===== src/rtl/crossbar_route_sequencer_pkg.sv =====
`default_nettype none
// ============================================================================
// Module   : crossbars_seq_pkg
// Brief    : Sequencer state encoding and route word pack/unpack helpers.
// Revision : 1.0 - initial release
// ============================================================================
package crossbars_seq_pkg;

    typedef enum logic [2:0] {
        ST_IDLE  = 3'd0,
        ST_LOAD  = 3'd1,
        ST_ISSUE = 3'd2,
        ST_RUN   = 3'd3,
        ST_NEXT  = 3'd4,
        ST_FIN   = 3'd5
    } seq_state_e;

    // Route word layout: input_sel occupies the MSBs, output_sel sits directly below.
    function automatic int unsigned route_input_sel(input int unsigned route,
                                                    input int unsigned n_outputs);
        return route / n_outputs;
    endfunction

    function automatic int unsigned route_output_sel(input int unsigned route,
                                                     input int unsigned n_outputs);
        return route % n_outputs;
    endfunction

    function automatic int unsigned route_pack(input int unsigned in_sel,
                                               input int unsigned out_sel,
                                               input int unsigned n_outputs);
        return (in_sel * n_outputs) + out_sel;
    endfunction

endpackage
`default_nettype wire


===== src/rtl/crossbar_route_sequencer_table.sv =====
`default_nettype none
// ============================================================================
// Module   : crossbar_route_table
// Brief    : Route/count register file, synchronous write, combinational read.
// Revision : 1.0 - initial release
// ============================================================================
module crossbar_route_table #(
    parameter int N_ENTRIES   = 8,
    parameter int ADDR_WIDTH  = 3,
    parameter int ROUTE_WIDTH = 2,
    parameter int COUNT_WIDTH = 16
) (
    input  logic                   clk,
    input  logic                   reset,
    input  logic                   wr_en,
    input  logic [ADDR_WIDTH-1:0]  wr_addr,
    input  logic [ROUTE_WIDTH-1:0] wr_route,
    input  logic [COUNT_WIDTH-1:0] wr_count,
    input  logic [ADDR_WIDTH-1:0]  rd_addr,
    output logic [ROUTE_WIDTH-1:0] rd_route,
    output logic [COUNT_WIDTH-1:0] rd_count
);

    localparam int ENTRY_WIDTH = ROUTE_WIDTH + COUNT_WIDTH;

    logic [ENTRY_WIDTH-1:0] mem_q [N_ENTRIES];
    logic [ENTRY_WIDTH-1:0] mem_d [N_ENTRIES];
    logic [N_ENTRIES-1:0]   valid_q;
    logic [N_ENTRIES-1:0]   valid_d;
    logic [ENTRY_WIDTH-1:0] w_entry;

    always_comb begin
        mem_d   = mem_q;
        valid_d = valid_q;
        if (wr_en) begin
            mem_d[wr_addr]   = {wr_route, wr_count};
            valid_d[wr_addr] = 1'b1;
        end
    end

    // Data storage is never reset; only the valid flags are, so unwritten
    // entries present as a zero-count skip.
    always_ff @(posedge clk) begin
        mem_q <= mem_d;
        if (reset) begin
            valid_q <= '0;
        end else begin
            valid_q <= valid_d;
        end
    end

    assign w_entry  = valid_q[rd_addr] ? mem_q[rd_addr] : '0;
    assign rd_route = w_entry[ENTRY_WIDTH-1:COUNT_WIDTH];
    assign rd_count = w_entry[COUNT_WIDTH-1:0];

endmodule
`default_nettype wire


===== src/rtl/crossbar_route_sequencer.sv =====
`default_nettype none
// ============================================================================
// Module   : crossbar_route_sequencer
// Brief    : Steps a programmable route table onto the crossbar control port,
//            counting routed-output transfers per entry. Optional continuous
//            looping is enabled by defining CROSSBAR_SEQ_LOOP_EN.
// Revision : 1.0 - initial release
// ============================================================================
module crossbar_route_sequencer
    import crossbars_seq_pkg::*;
#(
    parameter  int N_INPUTS          = 2,
    parameter  int N_OUTPUTS         = 2,
    parameter  int N_ENTRIES         = 8,
    parameter  int COUNT_WIDTH       = 16,
    localparam int CONTROL_BIT_WIDTH = $clog2(N_INPUTS * N_OUTPUTS),
    localparam int ADDR_WIDTH        = $clog2(N_ENTRIES)
) (
    input  logic                         clk,
    input  logic                         reset,
    input  logic                         cfg_wr_en,
    input  logic [ADDR_WIDTH-1:0]        cfg_wr_addr,
    input  logic [CONTROL_BIT_WIDTH-1:0] cfg_wr_route,
    input  logic [COUNT_WIDTH-1:0]       cfg_wr_count,
    input  logic [ADDR_WIDTH:0]          cfg_len,
    input  logic                         start,
    input  logic                         stop,
`ifdef CROSSBAR_SEQ_LOOP_EN
    input  logic                         loop_en,
`endif
    output logic [CONTROL_BIT_WIDTH-1:0] control,
    output logic                         control_val,
    input  logic                         control_rdy,
    input  logic                         mon_val [N_OUTPUTS],
    input  logic                         mon_rdy [N_OUTPUTS],
    output logic                         busy,
    output logic                         done,
    output logic [ADDR_WIDTH-1:0]        cur_index
);

    localparam int OSEL_WIDTH = $clog2(N_OUTPUTS);

    seq_state_e                   state_q, state_d;
    logic [ADDR_WIDTH-1:0]        index_q, index_d;
    logic [ADDR_WIDTH:0]          len_q, len_d;
    logic [COUNT_WIDTH-1:0]       remaining_q, remaining_d;
    logic [CONTROL_BIT_WIDTH-1:0] control_q, control_d;

    logic [CONTROL_BIT_WIDTH-1:0] w_entry_route;
    logic [COUNT_WIDTH-1:0]       w_entry_count;
    logic [OSEL_WIDTH-1:0]        w_out_sel;
    logic [ADDR_WIDTH:0]          w_index_inc;
    logic                         w_fire;
    logic                         w_last;
    logic                         w_loop;
    logic                         w_tbl_wr_en;

    assign w_tbl_wr_en = cfg_wr_en && (state_q == ST_IDLE) && !reset;

    crossbar_route_table #(
        .N_ENTRIES   (N_ENTRIES),
        .ADDR_WIDTH  (ADDR_WIDTH),
        .ROUTE_WIDTH (CONTROL_BIT_WIDTH),
        .COUNT_WIDTH (COUNT_WIDTH)
    ) u_table (
        .clk      (clk),
        .reset    (reset),
        .wr_en    (w_tbl_wr_en),
        .wr_addr  (cfg_wr_addr),
        .wr_route (cfg_wr_route),
        .wr_count (cfg_wr_count),
        .rd_addr  (index_q),
        .rd_route (w_entry_route),
        .rd_count (w_entry_count)
    );

    // Only the output this route targets is monitored; other outputs may fire freely.
    assign w_out_sel   = OSEL_WIDTH'(route_output_sel(32'(control_q), N_OUTPUTS));
    assign w_fire      = mon_val[w_out_sel] && mon_rdy[w_out_sel];
    assign w_index_inc = {1'b0, index_q} + {{ADDR_WIDTH{1'b0}}, 1'b1};
    assign w_last      = (w_index_inc == len_q);

`ifdef CROSSBAR_SEQ_LOOP_EN
    assign w_loop = loop_en;
`else
    assign w_loop = 1'b0;
`endif

    always_comb begin
        state_d     = state_q;
        index_d     = index_q;
        len_d       = len_q;
        remaining_d = remaining_q;
        control_d   = control_q;

        case (state_q)
            ST_IDLE: begin
                if (start) begin
                    len_d   = cfg_len;
                    index_d = '0;
                    state_d = (cfg_len == '0) ? ST_FIN : ST_LOAD;
                end
            end
            ST_LOAD: begin
                if (w_entry_count == '0) begin
                    state_d = ST_NEXT;
                end else begin
                    remaining_d = w_entry_count;
                    control_d   = w_entry_route;
                    state_d     = ST_ISSUE;
                end
            end
            ST_ISSUE: begin
                if (control_rdy) begin
                    state_d = ST_RUN;
                end
            end
            ST_RUN: begin
                if (w_fire && (remaining_q != '0)) begin
                    remaining_d = remaining_q - COUNT_WIDTH'(1);
                    if (remaining_q == COUNT_WIDTH'(1)) begin
                        state_d = ST_NEXT;
                    end
                end
            end
            ST_NEXT: begin
                if (w_last) begin
                    if (w_loop) begin
                        index_d = '0;
                        state_d = ST_LOAD;
                    end else begin
                        state_d = ST_FIN;
                    end
                end else begin
                    index_d = index_q + ADDR_WIDTH'(1);
                    state_d = ST_LOAD;
                end
            end
            ST_FIN: begin
                state_d = ST_IDLE;
            end
            default: begin
                state_d = ST_IDLE;
            end
        endcase

        if (stop && (state_q != ST_IDLE)) begin
            state_d = ST_IDLE;
        end
    end

    always_ff @(posedge clk) begin
        if (reset) begin
            state_q     <= ST_IDLE;
            index_q     <= '0;
            len_q       <= '0;
            remaining_q <= '0;
            control_q   <= '0;
        end else begin
            state_q     <= state_d;
            index_q     <= index_d;
            len_q       <= len_d;
            remaining_q <= remaining_d;
            control_q   <= control_d;
        end
    end

    // The route register is left untouched on completion so the crossbar keeps the last path.
    assign control     = control_q;
    assign control_val = (state_q == ST_ISSUE);
    assign busy        = (state_q != ST_IDLE);
    assign done        = (state_q == ST_FIN);
    assign cur_index   = index_q;

endmodule
`default_nettype wire


===== config.mk =====
export PLATFORM = sky130hd
export DESIGN_NAME = crossbar_route_sequencer
export DESIGN_NICKNAME = d
export VERILOG_FILES = /design/src/rtl/crossbar_route_sequencer_pkg.sv /design/src/rtl/crossbar_route_sequencer_table.sv /design/src/rtl/crossbar_route_sequencer.sv
export SDC_FILE = /design/constraint.sdc
export NUM_CORES = 1
export LEC_CHECK = 0
export ABC_AREA = 1
export ABC_CLOCK_PERIOD_IN_PS = 2560
export BUFFER_PORTS_ARGS = -buffer_cell sky130_fd_sc_hd__buf_4
export CORE_MARGIN = 4
export CORE_UTILIZATION = 60
export CTS_CLUSTER_SIZE = 8
export DETAILED_ROUTE_END_ITERATION = 7
export GPL_ROUTABILITY_DRIVEN = 0
export PLACE_DENSITY = 0.81
export RECOVER_POWER = 50
export SLEW_MARGIN = 20
export SYNTH_ARGS = -nofsm -noshare
export SYNTH_HDL_FRONTEND = slang
export SYNTH_SLANG_ARGS = --single-unit

===== constraint.sdc =====
create_clock -name clk -period 2.56 [get_ports clk]
set_clock_uncertainty 0.05 [all_clocks]
set_input_delay 0 -clock clk [delete_from_list [all_inputs] [get_ports clk]]
set_output_delay 0 -clock clk [all_outputs]
set_load 0.01 [all_outputs]

# Yosys cells after proc, flatten, opt, wreduce, memory -nomap -nowiden
# Cells that the tools add are included.
dict set report word_totals {
  regBits 180
  latchBits 0
  ram_bits 0
  rom_bits 0
  inputBits 35
  output_inout_bits 8
  n_memories 0
}
dict set report classes {
  n_addsub 3
  n_mul 0
  div 0
  magnitude_cmp 7
  n_eq_ne 13
  n_shift 0
  mux 31
  bitwise_logic 5
  reduce_logical 21
}
# cell n
set ops {}
lappend ops {{bitwise mux 144 bit} 1}
lappend ops {{2-to-1 mux 18 bit} 4}
lappend ops {{binary-select mux 18 bit (select 3 bit)} 1}
lappend ops {{demux 18 bit (select 3 bit)} 1}
lappend ops {{2-to-1 mux 16 bit} 2}
lappend ops {{one-hot mux 16 bit (2 select lines)} 1}
lappend ops {{2-to-1 mux 3 bit} 9}
lappend ops {{equality test 16 x 1 -> 1 bit, second input constant} 1}
lappend ops {{logical NOT 16 bit} 1}
lappend ops {{nonzero test 16 bit} 1}
lappend ops {{subtractor 16 x 1 -> 16 bit, second input constant} 1}
lappend ops {{one-hot mux 3 bit (5 select lines)} 1}
lappend ops {{inequality test 2 bit, second input constant} 5}
lappend ops {{greater-or-equal comparator 4 bit, second input constant} 2}
lappend ops {{< comparator 3 x 4 -> 1 bit, second input constant} 2}
lappend ops {{2-to-1 mux 1 bit} 8}
lappend ops {{inverter 3 -> 4 bit} 2}
lappend ops {{bitwise OR 8 bit} 1}
lappend ops {{logical AND 1 bit} 7}
lappend ops {{equality test 3 x 2 -> 1 bit, second input constant} 2}
lappend ops {{equality test 3 bit, second input constant} 2}
lappend ops {{one-hot mux 3 bit (2 select lines)} 1}
lappend ops {{AND reduction 3 bit} 2}
lappend ops {{adder 3 x 1 -> 4 bit, second input constant} 1}
lappend ops {{19 further kinds} 21}

# Depth between registers and ports, before layout
dict set report depth {
  depth_word 8
  mapped_depth 18
  ltp_nobuf 16
}

# Modules after synthesis
# From an unflattened synthesis, not the netlist that was laid out.
dict set report hier_totals {
  cells_unflattened 1066
  hier_area_um2 8864.8
}
# mod instances cells_each area_each_um2
set by_module_without_submodules {}
lappend by_module_without_submodules {crossbar_route_table 1 730 6811.5}
lappend by_module_without_submodules {crossbar_route_sequencer 1 336 2053.2}

# Least setup slack after synthesis
# OpenSTA, ideal clock, no wires.
dict set report synth_path {
  kind {reg-to-reg}
  startpoint {register state_q[0]}
  endpoint {register u_table.mem_q[100] (netlist name), enable pin}
  setup_time_ns 0.394
  arrival_ns 1.693
  path_slack_ns 0.423
  stages_incl_launch_ff 8
  path_buffers 0
  path_cell_list {dfxtp_1 > nor2_1 > inv_1 > nor2_1 > nand3_1 > nor2_1 > inv_1 > nor2_1}
}
dict set report synth_between {
  elab_chain_len 3
}
# item line
set synth_rtl {}
lappend synth_rtl {{start: declaration} crossbar_route_sequencer.sv:43} ;# seq_state_e state_q, state_d;
lappend synth_rtl {{start signal: assignment} crossbar_route_sequencer.sv:160} ;# state_q <= state_d;
lappend synth_rtl {{logical NOT 3 bit} crossbar_route_sequencer.sv:58} ;# assign w_tbl_wr_en = cfg_wr_en && (state_q == ST_IDLE) && !reset;
lappend synth_rtl {{logical AND 1 bit (2 in a row)} crossbar_route_sequencer.sv:58}
lappend synth_rtl {{end signal: assignment} crossbar_route_sequencer_table.sv:44} ;# mem_q <= mem_d;
lappend synth_rtl {{end: declaration} crossbar_route_sequencer_table.sv:26} ;# logic [ENTRY_WIDTH-1:0] mem_q [N_ENTRIES];
# No other way between the ends.
# A chain may end at the register's enable or synchronous reset.

# Final worst setup path
dict set report layout_path {
  startpoint {register index_q[1], in the netlist cur_index[1]}
  endpoint {register index_q[0], in the netlist cur_index[0]}
}
dict set report layout_between {
  elab_chain_len 4
}
# item line
set layout_rtl {}
lappend layout_rtl {{start: declaration} crossbar_route_sequencer.sv:44} ;# logic [ADDR_WIDTH-1:0] index_q, index_d;
lappend layout_rtl {{start signal: assignment} crossbar_route_sequencer.sv:161} ;# index_q <= index_d;
lappend layout_rtl {{adder 3 x 1 -> 4 bit} crossbar_route_sequencer.sv:80} ;# assign w_index_inc = {1'b0, index_q} + {{ADDR_WIDTH{1'b0}}, 1'b1};
lappend layout_rtl {{equality test 4 bit} crossbar_route_sequencer.sv:81} ;# assign w_last = (w_index_inc == len_q);
lappend layout_rtl {{inequality test 2 bit (no source line)} n/a}
lappend layout_rtl {{AND reduction 3 bit (no source line)} n/a}
# No other way between the ends.

==> report_table.html <==
<table>
<tr><th>Metric</th><th>Value</th></tr>
<tr><th colspan="2">Die</th></tr>
<tr><td>Horizontal die dimension</td><td>126 um</td></tr>
<tr><td>Height of the die</td><td>126 um</td></tr>
<tr><td>Std-Cell Rows</td><td>42</td></tr>
<tr><td>Starting density of the core</td><td>61.9%</td></tr>
<tr><td>Die area</td><td>15,800 um^2</td></tr>
<tr><td>Top-level I/O count</td><td>43</td></tr>
<tr><td>Area inside the core boundary</td><td>13,400 um^2</td></tr>
<tr><th colspan="2">STA</th></tr>
<tr><td>Final worst-path setup slack</td><td>0.238 ns</td></tr>
<tr><td>Achievable Freq</td><td>431 MHz</td></tr>
<tr><td>Final Max Tran Viols</td><td>0</td></tr>
<tr><td>Tightest hold margin</td><td>0.168 ns</td></tr>
<tr><td>Total count of hold-check failures in the final report</td><td>0</td></tr>
<tr><td>TNS Setup</td><td>0 ns</td></tr>
<tr><td>RSZ-0062 raised after global routing</td><td>false</td></tr>
<tr><td>Rel. slew slack</td><td>53.8%</td></tr>
<tr><td>Share of the cycle needed by the critical path after routing</td><td>90.7%</td></tr>
<tr><td>Setup violation total in the final timing report</td><td>0</td></tr>
<tr><td>Final critical-path required period</td><td>2.32 ns</td></tr>
<tr><td>Actual transition at the worst max-transition pin</td><td>0.691 ns</td></tr>
<tr><th colspan="2">Drt</th></tr>
<tr><td>Overall via count from detail_route</td><td>6,350</td></tr>
<tr><td>Remaining design rule violation count</td><td>0</td></tr>
<tr><td>Wire length per cell after detailed routing</td><td>15.7 um</td></tr>
<tr><td>Number of routed nets with antenna violations</td><td>0</td></tr>
<tr><td>Number of vias per cell</td><td>5.38</td></tr>
<tr><td>Detailed Route WL</td><td>18,600 um</td></tr>
<tr><td>DRC violation total after the first TritonRoute iteration</td><td>730</td></tr>
<tr><td>DR pass1 iterations</td><td>5</td></tr>
<tr><th colspan="2">Clocking</th></tr>
<tr><td>Root buffer cell</td><td>clkbuf_16</td></tr>
<tr><td>Clock transition time at the flip-flop clock pins of the worst setup and hold paths</td><td>0.07 ns</td></tr>
<tr><td>Latest clock arrival within the worst-skew pair</td><td>0.44 ns</td></tr>
<tr><td>Clock tree from TritonCTS</td><td>yes</td></tr>
<tr><td>Sinks on the clock net</td><td>180</td></tr>
<tr><td>Number of buffers inserted during clock tree synthesis</td><td>17</td></tr>
<tr><td>Level count of the clock H-tree</td><td>4</td></tr>
<tr><td>Number of post-CTS setup repair buffers</td><td>0</td></tr>
<tr><td>Maximum buffer depth of the clock tree</td><td>2</td></tr>
<tr><th colspan="2">Worst setup path</th></tr>
<tr><td>Largest delay share family, worst path</td><td>buffers and inverters</td></tr>
<tr><td>Kind of launch point of the worst setup path</td><td>register</td></tr>
<tr><td>Ordered list of cells on the worst path</td><td>buf_6 &gt; ha_1 &gt; xor2_1 &gt; nor2_1 &gt; nor2_1 &gt; nand3b_1 &gt; nand2_1 &gt; nand2_1 &gt; inv_1 &gt; o21ai_0 &gt; a21oi_1</td></tr>
<tr><td>Setup slack on the worst flop-to-flop path</td><td>0.24 ns</td></tr>
<tr><td>Required time at the endpoint of the critical path</td><td>2.86 ns</td></tr>
<tr><td>Worst Setup End Kind</td><td>register</td></tr>
<tr><td>CP Data Arrival Time</td><td>2.62 ns</td></tr>
<tr><td>Max Fanout on Critical Path</td><td>44</td></tr>
<tr><td>CP peak stage delay</td><td>0.36 ns</td></tr>
<tr><td>Critical path buffer and inverter count</td><td>2</td></tr>
<tr><td>Cell type of the slowest stage on the worst timing path</td><td>dfxtp_1</td></tr>
<tr><td>Crit Path Class</td><td>reg2reg</td></tr>
<tr><th colspan="2">Global routing</th></tr>
<tr><td>Number of global-route vias before repair</td><td>6,080</td></tr>
<tr><td>Routing layer with the top usage in global route</td><td>met2</td></tr>
<tr><td>Gr ovfl total</td><td>0</td></tr>
<tr><td>Global-route total usage across every layer</td><td>24.5%</td></tr>
<tr><td>Pin count of the biggest net entering global routing</td><td>54</td></tr>
<tr><td>Met3 Track Usage GR</td><td>6.31%</td></tr>
<tr><td>Fraction of met2 tracks used by global routing</td><td>40.6%</td></tr>
<tr><td>First-pass GRT wire length</td><td>30,400 um</td></tr>
<tr><td>Antenna violations before repair</td><td>0</td></tr>
<tr><td>Global routing met1 resource utilization</td><td>31.0%</td></tr>
<tr><th colspan="2">Finish</th></tr>
<tr><td>Area growth from synthesis to layout</td><td>15.7%</td></tr>
<tr><td>Leading cell type in the layout, fill and taps excluded</td><td>nand2_1</td></tr>
<tr><td>ANT cells</td><td>0</td></tr>
<tr><td>Fraction of layout cells with a size suffix above 1</td><td>8.76%</td></tr>
<tr><td>Highest-count cells in the layout ignoring fill and taps</td><td>298 x nand2_1, 144 x edfxtp_1, 107 x nor2_1</td></tr>
<tr><td>Final Net Count</td><td>1,030</td></tr>
<tr><th colspan="2">Power and ir drop</th></tr>
<tr><td>Cell Pwr Density</td><td>1060 nW/um^2</td></tr>
<tr><td>P_leak</td><td>4.08 nW</td></tr>
<tr><td>Largest vdd supply drop</td><td>0.711 mV</td></tr>
<tr><th colspan="2">Synth</th></tr>
<tr><td>Top cell type's share of synthesized area</td><td>52.2%</td></tr>
<tr><td>Distinct cell type count of the synthesized netlist</td><td>33</td></tr>
<tr><td>Yosys synthesis warning count</td><td>0</td></tr>
<tr><td>Number of synthesized register bits</td><td>180</td></tr>
<tr><td>Dominant cell type by area after synthesis</td><td>edfxtp_1</td></tr>
<tr><td>Sequential share of the synthesized area</td><td>60.9%</td></tr>
<tr><td>Cell area after technology mapping</td><td>8290 um^2</td></tr>
<tr><td>Post-Synthesis Net Count</td><td>960</td></tr>
<tr><td>Leading cell types by total area after synthesis</td><td>edfxtp_1 52%, nand2_1 13%, dfxtp_1 8.7%, nor2_1 5.2%, inv_1 4.3%</td></tr>
<tr><td>Post-synthesis instance total</td><td>921</td></tr>
<tr><td>Per-instance average area after synthesis</td><td>9.00 um^2</td></tr>
<tr><th colspan="2">Placed design</th></tr>
<tr><td>Estimated wirelength of the detail-placed design</td><td>11,100 um</td></tr>
<tr><td>Port Buffers</td><td>42</td></tr>
<tr><td>Worst Setup Slack post-DPL</td><td>0.244 ns</td></tr>
<tr><th colspan="2">Run status</th></tr>
<tr><td>Result of the run</td><td>complete, no violations</td></tr>
<tr><th colspan="2">Min path</th></tr>
<tr><td>HP Class</td><td>in2reg</td></tr>
<tr><th colspan="2">Run</th></tr>
<tr><td>Max-capacitance violation count</td><td>0</td></tr>
</table>
==> flip-flops by register name, summed over array words and instances (netlist names) <==
register	count
u_table.valid_q	8
len_q	4
control	2
remaining_q	16
u_table.mem_q	144
state_q	3
cur_index	3
==> cells by family (layout without fill, tap and decap cells) <==
kind of cell,after synthesis,count (layout),share of synthesized area (%)
xor gates and xnor gates,12,12,1.27
adders and majority gates,4,4,0.604
DFF,180,180,60.9
and+or+nand+nor,484,484,23.2
AOI/OAI and AO/OA,100,100,6.47
buffers and inverters,141,224,7.62
==> routing by layer <==
| layer | up-vias | wire length, um |
|---|---|---|
| met4 | 0 | 416 |
| met1 | 2935 | 7440 |
| met5 | - | 0 |
| li1 | 3142 | - |
| met3 | 36 | 1390 |
| met2 | 237 | 9320 |
==> timing repair <==
item                                    in CTS  in global routing
resized for setup                            0                  2
hold buffers                                30                  0
endpoints found under the setup margin       0                 14
endpoints found under the hold margin      163                  0
==> cell type report <==
type,count,area (um^2)
Clock buffer,17,425
Clock inverter,15,163
Fill cell,959,3810
Inverter,97,367
Multi-Input combinational cell,600,2640
Sequential cell,180,5050
Tap cell,176,220
Timing Repair Buffer,95,733
==> tightest hold or removal path, delay by kind of cell <==
kind	cells	cell delay (ns)
AND/OR/NAND/NOR	2	0.15
buffers and inverters	2	0.32
==> worst paths after layout <==
| path | startpoint | end | cells after the start |
|---|---|---|---|
| setup / recovery | cur_index[1] | cur_index[0] | 11 |
| hold / removal | cfg_wr_addr[2] | u_table.mem_q[6] | 4 |
| setup reg to reg | cur_index[1] | cur_index[0] | 11 |
| hold reg to reg | u_table.valid_q[0] | u_table.valid_q[0] | 2 |
==> synth_stat cells <==
| cell | n |
|---|---|
| o22ai_1 | 5 |
| a31oi_1 | 11 |
| nand3b_1 | 1 |
| xnor2_1 | 4 |
| o211ai_1 | 1 |
| dfxtp_1 | 36 |
| buf_1 | 1 |
| buf_4 | 4 |
| nor2_1 | 115 |
| buf_6 | 9 |
| nand3_2 | 1 |
| nor4_1 | 1 |
| nor3_1 | 5 |
| buf_2 | 14 |
| o21ai_0 | 27 |
| a211oi_1 | 2 |
| o21ai_1 | 20 |
| nand4_1 | 3 |
| a21oi_1 | 31 |
| xor2_1 | 8 |
| nand2_1 | 298 |
| nand2_2 | 1 |
| inv_4 | 1 |
| o31ai_1 | 1 |
| nor2_2 | 2 |
| ha_1 | 4 |
| o21ai_2 | 1 |
| inv_2 | 1 |
| o21a_1 | 1 |
| edfxtp_1 | 144 |
| clkbuf_1 | 16 |
| nand3_1 | 57 |
| inv_1 | 95 |
==> power breakdown <==
part / switching (mW) / internal (mW)
Combinational: 2.64 / 1.31
Sequential: 0.195 / 3.41
Clock: 1.19 / 1.38
==> stage by stage <==
| step | area, um^2 | instances | utilization [%] | power [mW] |
|---|---|---|---|---|
| after floorplan | 8290 | 921 | - | 6.51 |
| after global placement | 8790 | 1118 | 65.6 | 7.39 |
| after detailed placement | 8790 | 1118 | 65.6 | 7.47 |
| after CTS | 9680 | 1180 | 72.3 | 10.1 |
| after global routing | 9590 | 1180 | 71.6 | 10.8 |
| final | 9590 | 1180 | 71.6 | 10.1 |
No activity file was read; power rests on OpenSTA's default activity.
